==> config.mk <==
export PLATFORM = sky130hd
export DESIGN_NAME = uart
export DESIGN_NICKNAME = d
export VERILOG_FILES = /design/src/rtl/uart.sv
export SDC_FILE = /design/constraint.sdc
export NUM_CORES = 1
export LEC_CHECK = 0
export ABC_AREA = 0
export BUFFER_PORTS_ARGS = -buffer_cell sky130_fd_sc_hd__buf_2
export CAP_MARGIN = 40
export CORE_MARGIN = 1
export CORE_UTILIZATION = 40
export DETAILED_ROUTE_END_ITERATION = 10
export GPL_TIMING_DRIVEN = 0
export SYNTH_ARGS = -nofsm -noshare
export SYNTH_HDL_FRONTEND = slang
export SYNTH_SLANG_ARGS = --single-unit
==> constraint.sdc <==
create_clock -name lpc_clk -period 7.2 [get_ports lpc_clk]
set_input_delay 2.16 -clock lpc_clk [delete_from_list [all_inputs] [get_ports lpc_clk]]
set_output_delay 2.16 -clock lpc_clk [all_outputs]
set_load 0.01 [all_outputs]
==> src/rtl/uart.sv <==
// 8N1 UART transceiver on the LPC clock: TX serialiser and RX deserialiser.
// Define UART_PARITY_EN to add an even-parity bit after data bit 7 on both paths.
module uart #(
    parameter int DIVISOR = 289
) (
    input  logic       lpc_clk,
    input  logic       lpc_rst,
    input  logic [7:0] tx_data,
    input  logic       tx_data_valid,
    output logic       tx_busy,
    output logic [7:0] rx_data,
    output logic       rx_data_valid,
    output logic       uart_tx,
    input  logic       uart_rx
);

    localparam logic [15:0] BIT_LAST  = 16'(DIVISOR - 1);
    localparam logic [15:0] HALF_LAST = 16'(DIVISOR / 2 - 1);

`ifdef UART_PARITY_EN
    typedef enum logic [2:0] {TX_IDLE, TX_START, TX_DATA, TX_PARITY, TX_STOP} tx_state_t;
    typedef enum logic [2:0] {RX_IDLE, RX_START, RX_DATA, RX_PARITY, RX_STOP, RX_WAIT_HIGH} rx_state_t;
`else
    typedef enum logic [1:0] {TX_IDLE, TX_START, TX_DATA, TX_STOP} tx_state_t;
    typedef enum logic [2:0] {RX_IDLE, RX_START, RX_DATA, RX_STOP, RX_WAIT_HIGH} rx_state_t;
`endif

    tx_state_t   tx_state;
    logic [15:0] tx_cnt;
    logic [2:0]  tx_idx;
    logic [7:0]  tx_byte;
    logic        valid_prev;
    logic        tx_bit_end;
    logic        tx_accept;

    assign tx_bit_end = (tx_cnt == BIT_LAST);
    assign tx_accept  = tx_data_valid && !valid_prev && !tx_busy;

    always_ff @(posedge lpc_clk or posedge lpc_rst) begin
        if (lpc_rst) begin
            tx_state   <= TX_IDLE;
            tx_cnt     <= '0;
            tx_idx     <= '0;
            tx_byte    <= '0;
            // Set to 1 so a valid already high when reset releases is not a rising edge.
            valid_prev <= 1'b1;
            tx_busy    <= 1'b0;
            uart_tx    <= 1'b1;
        end else begin
            // NOTE: non-blocking assignments keep every register reading pre-edge values.
            valid_prev <= tx_data_valid;
            tx_cnt     <= tx_bit_end ? 16'd0 : tx_cnt + 16'd1;
            case (tx_state)
                TX_IDLE: begin
                    tx_cnt <= '0;
                    if (tx_accept) begin
                        tx_byte  <= tx_data;
                        tx_state <= TX_START;
                        tx_busy  <= 1'b1;
                        uart_tx  <= 1'b0;
                    end
                end
                TX_START: if (tx_bit_end) begin
                    tx_state <= TX_DATA;
                    tx_idx   <= '0;
                    uart_tx  <= tx_byte[0];
                end
                TX_DATA: if (tx_bit_end) begin
                    if (tx_idx == 3'd7) begin
`ifdef UART_PARITY_EN
                        tx_state <= TX_PARITY;
                        uart_tx  <= ^tx_byte;
`else
                        tx_state <= TX_STOP;
                        uart_tx  <= 1'b1;
`endif
                    end else begin
                        tx_idx  <= tx_idx + 3'd1;
                        uart_tx <= tx_byte[tx_idx + 3'd1];
                    end
                end
`ifdef UART_PARITY_EN
                TX_PARITY: if (tx_bit_end) begin
                    tx_state <= TX_STOP;
                    uart_tx  <= 1'b1;
                end
`endif
                TX_STOP: if (tx_bit_end) begin
                    tx_state <= TX_IDLE;
                    tx_busy  <= 1'b0;
                end
                default: tx_state <= TX_IDLE;
            endcase
        end
    end

    rx_state_t   rx_state;
    logic [1:0]  rx_sync;
    logic        rx_line;
    logic [15:0] rx_cnt;
    logic [2:0]  rx_idx;
    logic [7:0]  rx_shift;
    logic        rx_bit_end;
`ifdef UART_PARITY_EN
    logic        rx_par_ok;
`endif

    assign rx_line    = rx_sync[1];
    assign rx_bit_end = (rx_cnt == BIT_LAST);

    always_ff @(posedge lpc_clk or posedge lpc_rst) begin
        if (lpc_rst) begin
            rx_sync       <= 2'b11;
            rx_state      <= RX_IDLE;
            rx_cnt        <= '0;
            rx_idx        <= '0;
            rx_shift      <= '0;
            rx_data       <= '0;
            rx_data_valid <= 1'b0;
`ifdef UART_PARITY_EN
            rx_par_ok     <= 1'b0;
`endif
        end else begin
            rx_sync       <= {rx_sync[0], uart_rx};
            rx_data_valid <= 1'b0;
            rx_cnt        <= rx_cnt + 16'd1;
            case (rx_state)
                RX_IDLE: begin
                    rx_cnt <= '0;
                    if (!rx_line) rx_state <= RX_START;
                end
                // Re-check the start bit at mid-bit so short glitches are rejected.
                RX_START: if (rx_cnt == HALF_LAST) begin
                    rx_cnt <= '0;
                    if (!rx_line) begin
                        rx_state <= RX_DATA;
                        rx_idx   <= '0;
                    end else begin
                        rx_state <= RX_IDLE;
                    end
                end
                RX_DATA: if (rx_bit_end) begin
                    rx_cnt   <= '0;
                    rx_shift <= {rx_line, rx_shift[7:1]};
                    if (rx_idx == 3'd7) begin
`ifdef UART_PARITY_EN
                        rx_state <= RX_PARITY;
`else
                        rx_state <= RX_STOP;
`endif
                    end else begin
                        rx_idx <= rx_idx + 3'd1;
                    end
                end
`ifdef UART_PARITY_EN
                RX_PARITY: if (rx_bit_end) begin
                    rx_cnt    <= '0;
                    rx_par_ok <= (rx_line == ^rx_shift);
                    rx_state  <= RX_STOP;
                end
`endif
                RX_STOP: if (rx_bit_end) begin
                    rx_cnt <= '0;
                    if (rx_line) begin
                        rx_state <= RX_IDLE;
`ifdef UART_PARITY_EN
                        if (rx_par_ok) begin
                            rx_data       <= rx_shift;
                            rx_data_valid <= 1'b1;
                        end
`else
                        rx_data       <= rx_shift;
                        rx_data_valid <= 1'b1;
`endif
                    end else begin
                        rx_state <= RX_WAIT_HIGH;
                    end
                end
                // A held break must return high before another start bit is accepted.
                RX_WAIT_HIGH: begin
                    rx_cnt <= '0;
                    if (rx_line) rx_state <= RX_IDLE;
                end
                default: rx_state <= RX_IDLE;
            endcase
        end
    end

endmodule

==> results.yml <==
status:
  result_of_the_run: "finished clean"
worst_setup_path:
  critPathBufInv: 1
  setup.worst_path.class: "flip-flop to output pin"
  worstPathCellList: "buf_2"
  cp-startpoint: "uart_tx"
  slowest_stage: "dfstp_2"
  longest_individual_stage_delay_on_the_worst_path_ps: 530
  regToRegStartpoint: "rx_cnt[0]"
  ff2ff_path_depth: 8
  cp_data_required_time_ps: 5040
  timing.critical_path.max_delay_family: "flip-flops"
  critPathArrivalTime_ps: 990
  r2r-end: "rx_data[7]"
  critical_path.endpoint_type: "output pin"
  kind_of_launch_point_of_the_worst_setup_path: "flip-flop"
  worstPathMaxFanout: 2
  setup.reg_to_reg.worst_slack_ps: 4540
cts:
  ctsResizeCount: 0
  post_cts_setup_buffers: 0
  cts-root-to-sink-buffers: 2
  cts-buffers-inserted: 9
  clock_tree_from_tritoncts: "yes"
  clock_tree.root_cell: "clkbuf_8"
  cts_stage_hold_buffer_count: 0
  clk_pin_slew_worst_paths_ps: 80
  clk_latency_ps: 340
  htree_depth: 3
  clock_sink_total: 73
detailed_routing:
  avgRoutedWirePerCell_um: 13.1
  wl_met1_um: 2960
  via_count: 2294
  drc: 0
  postRouteWirelength_um: 5960
  drt-vias-per-instance: 5.05
  drt_iter0_drc: 58
  met2_length_um: 2690
  wl_met3_um: 182
  dr.pass1.iters: 4
  maxUsedRoutingLayer: "met4"
  drtAntennaViolNets: 0
sta:
  clock.fmax_mhz: 318
  rsz0062_at_grt: "no"
  setup_violating_endpoint_count_in_the_final_report: 0
  timing.slew.headroom: 0.601
  period_share: 0.437
  hold_ws_ps: 358
  final_period_minus_worst_setup_slack_ps: 3150
  finalHoldViolations: 0
  tightest_slew_ps: 596
  finalClockSkew_ps: 10.8
  setup_tns_after_final_layout_ps: 0
  timing_max_transition_violations_final: 0
grt:
  antenna_violations_before_repair: 0
  grt-ovfl-total: 0
  grt_max_degree: 41
  grt.total_usage: 0.147
  first_pass_grt_wire_length_um: 10300
  number_of_global_route_vias_before_repair: 2310
pwr:
  p_leak_nw: 1.88
  pwr_density_cell_nw_per_um2: 181
  max-vdd-ir-drop_mv: 0.0720
synth:
  synth_top_cells_by_count: "69 x dfrtp_1, 46 x nor2_1, 28 x mux2_2"
  muxShareOfSynthArea: 0.108
  synth.yosys.warnings: 0
  synth_ff_type: "dfrtp_1"
  syn_avg_cell_area_um2: 11.4
  synthDistinctLibCells: 49
  synth_fp_nets: 334
  synth_area_um2: 3530
  synthDominantAreaCellType: "dfrtp_1"
  synth-adder-area-share: 0.0426
  synth-edff-count: 0
  yosys.cell_count.top_type: "dfrtp_1"
  synth-compound-area-share: 0.0642
  share_of_async_settable_or_async_resettable_flops_after_synthesis: 1.00
  synth_largest_type_area_fraction: 0.490
  synth_top_cells_by_area: "dfrtp_1 49%, mux2_2 8.9%, nor2_1 4.9%"
  main_combinational_cell_family_by_area_after_synthesis: "simple AND/OR/NAND/NOR gates"
  synth_xor_area_frac: 0.0670
  post_synth_inst_count: 310
  post_synth_and_or_nand_nor_area_fraction: 0.174
  ys_ff_latch: 73
  share_of_synthesized_area_occupied_by_flip_flops_and_latches: 0.519
job:
  max_cap_violations: 0
die:
  design.die.area_um2: 9200
  num_rows: 33
  coreArea_um2: 8380
  effective_utilization_at_floorplan: 0.421
  pin_count: 23
  dieHeight_um: 95.9
  fp.dieW_um: 95.9
final_layout:
  area_delta_synth_final_pct: 12.7
  diodes: 0
  finalInstanceArea_um2: 3970
  layout_cell_share_with_drive_strength_beyond_1: 0.246
  nNetsFinal: 368
placement:
  io_buffers: 22
  dp_hpwl_um: 4160
  dpl_cell_area_um2: 3790
  gp_congestion: 0.774
worst_hold_path:
  classification_of_the_worst_slack_hold_path: "flip-flop to flip-flop"
  worst_hold_endpoint: "rx_sync[1]"
  min_delay_path_depth: 0
  hold_path_startpoint: "rx_sync[0]"
layout make-up:
type                    count  area, µm²
plain buffers               9       36.3
clock buffers              12        155
clock inverters             4       27.5
fillers                   794       4410
inverters                  14       55.1
multi-input cells         214       1610
flip-flops and latches     73       1830
well taps                 105        131
repair buffers             23        130
flip-flops by register name, indices dropped and copies added, names as in the netlist:
register       count
rx_cnt            16
tx_cnt            16
rx_data            8
rx_shift           8
tx_byte            8
rx_idx             3
rx_state           3
tx_idx             3
rx_sync            2
tx_state           2
rx_data_valid      1
tx_busy            1
uart_tx            1
valid_prev         1
cells in the final DEF (no fill, tap or decap), types with 2 or more instances in the layout:
master	synthesis	routed
a21oi_1	5	5
a22o_1	7	7
and3_1	8	8
and4_1	4	4
buf_2	2	24
clkbuf_1	7	8
clkbuf_8	0	11
clkinvlp_4	0	3
dfrtp_1	69	69
dfstp_2	4	4
ha_1	12	12
inv_1	14	13
mux2_2	28	28
mux2i_1	5	5
nand2_1	9	9
nand2b_1	2	2
nand3_1	15	15
nand4_1	4	4
nor2_1	46	46
nor3_1	4	4
nor3b_1	2	2
nor4_1	4	4
o21ai_0	3	3
or3b_2	3	3
or4b_1	2	2
xnor2_1	10	10
xor2_1	17	17
worst reg2reg max path, cell delays in order (launching register included):
cell and delay (ps):
dfrtp_1 420, inv_1 90, ha_1 140, nor4bb_1 330, nand3b_1 220, nor2_1 360, and3_1 210, clkbuf_1 380
mux2_2 390
how the worst max path moves through the flow:
stage                      end  cells after the start
floorplan            rx_cnt[0]                      1
global route           uart_tx                      1
CTS                    uart_tx                      1
finish                 uart_tx                      1
detailed placement  tx_byte[6]                      4
global placement     tx_cnt[5]                      2
report_power, final:
part	internal (W)	switching (W)	total (W)
sequential	0.000411	0.000000567	0.000412
clock	0.000143	0.000150	0.000293
combinational	0.00000376	0.00000937	0.0000131
per-layer routing:
metal,GRT usage,vias to the layer above
li1,-,1148
met1,0.189,1109
met2,0.233,28
met3,0.0324,9
met4,0.0746,0
met5,0,-
metrics by stage:
step                worst slack (ps)  total power (W)  utilization  std cells
floorplan                       3190         0.000427            -        310
global placement                2290         0.000432        0.450        437
detailed placement              3860         0.000434        0.452        438
CTS                             4040         0.000727        0.474        454
global route                    4010         0.000748        0.474        454
finish                          4050         0.000718        0.474        454
kinds of logic after synthesis:
logic type	Yosys count
xor gates and xnor gates	27
and+or+nand+nor	115
AOI/OAI and AO/OA	26
adders and majority gates	12
DFF	73
buffers and inverters	23
muxes	34
(Power assumes the default switching activity.)
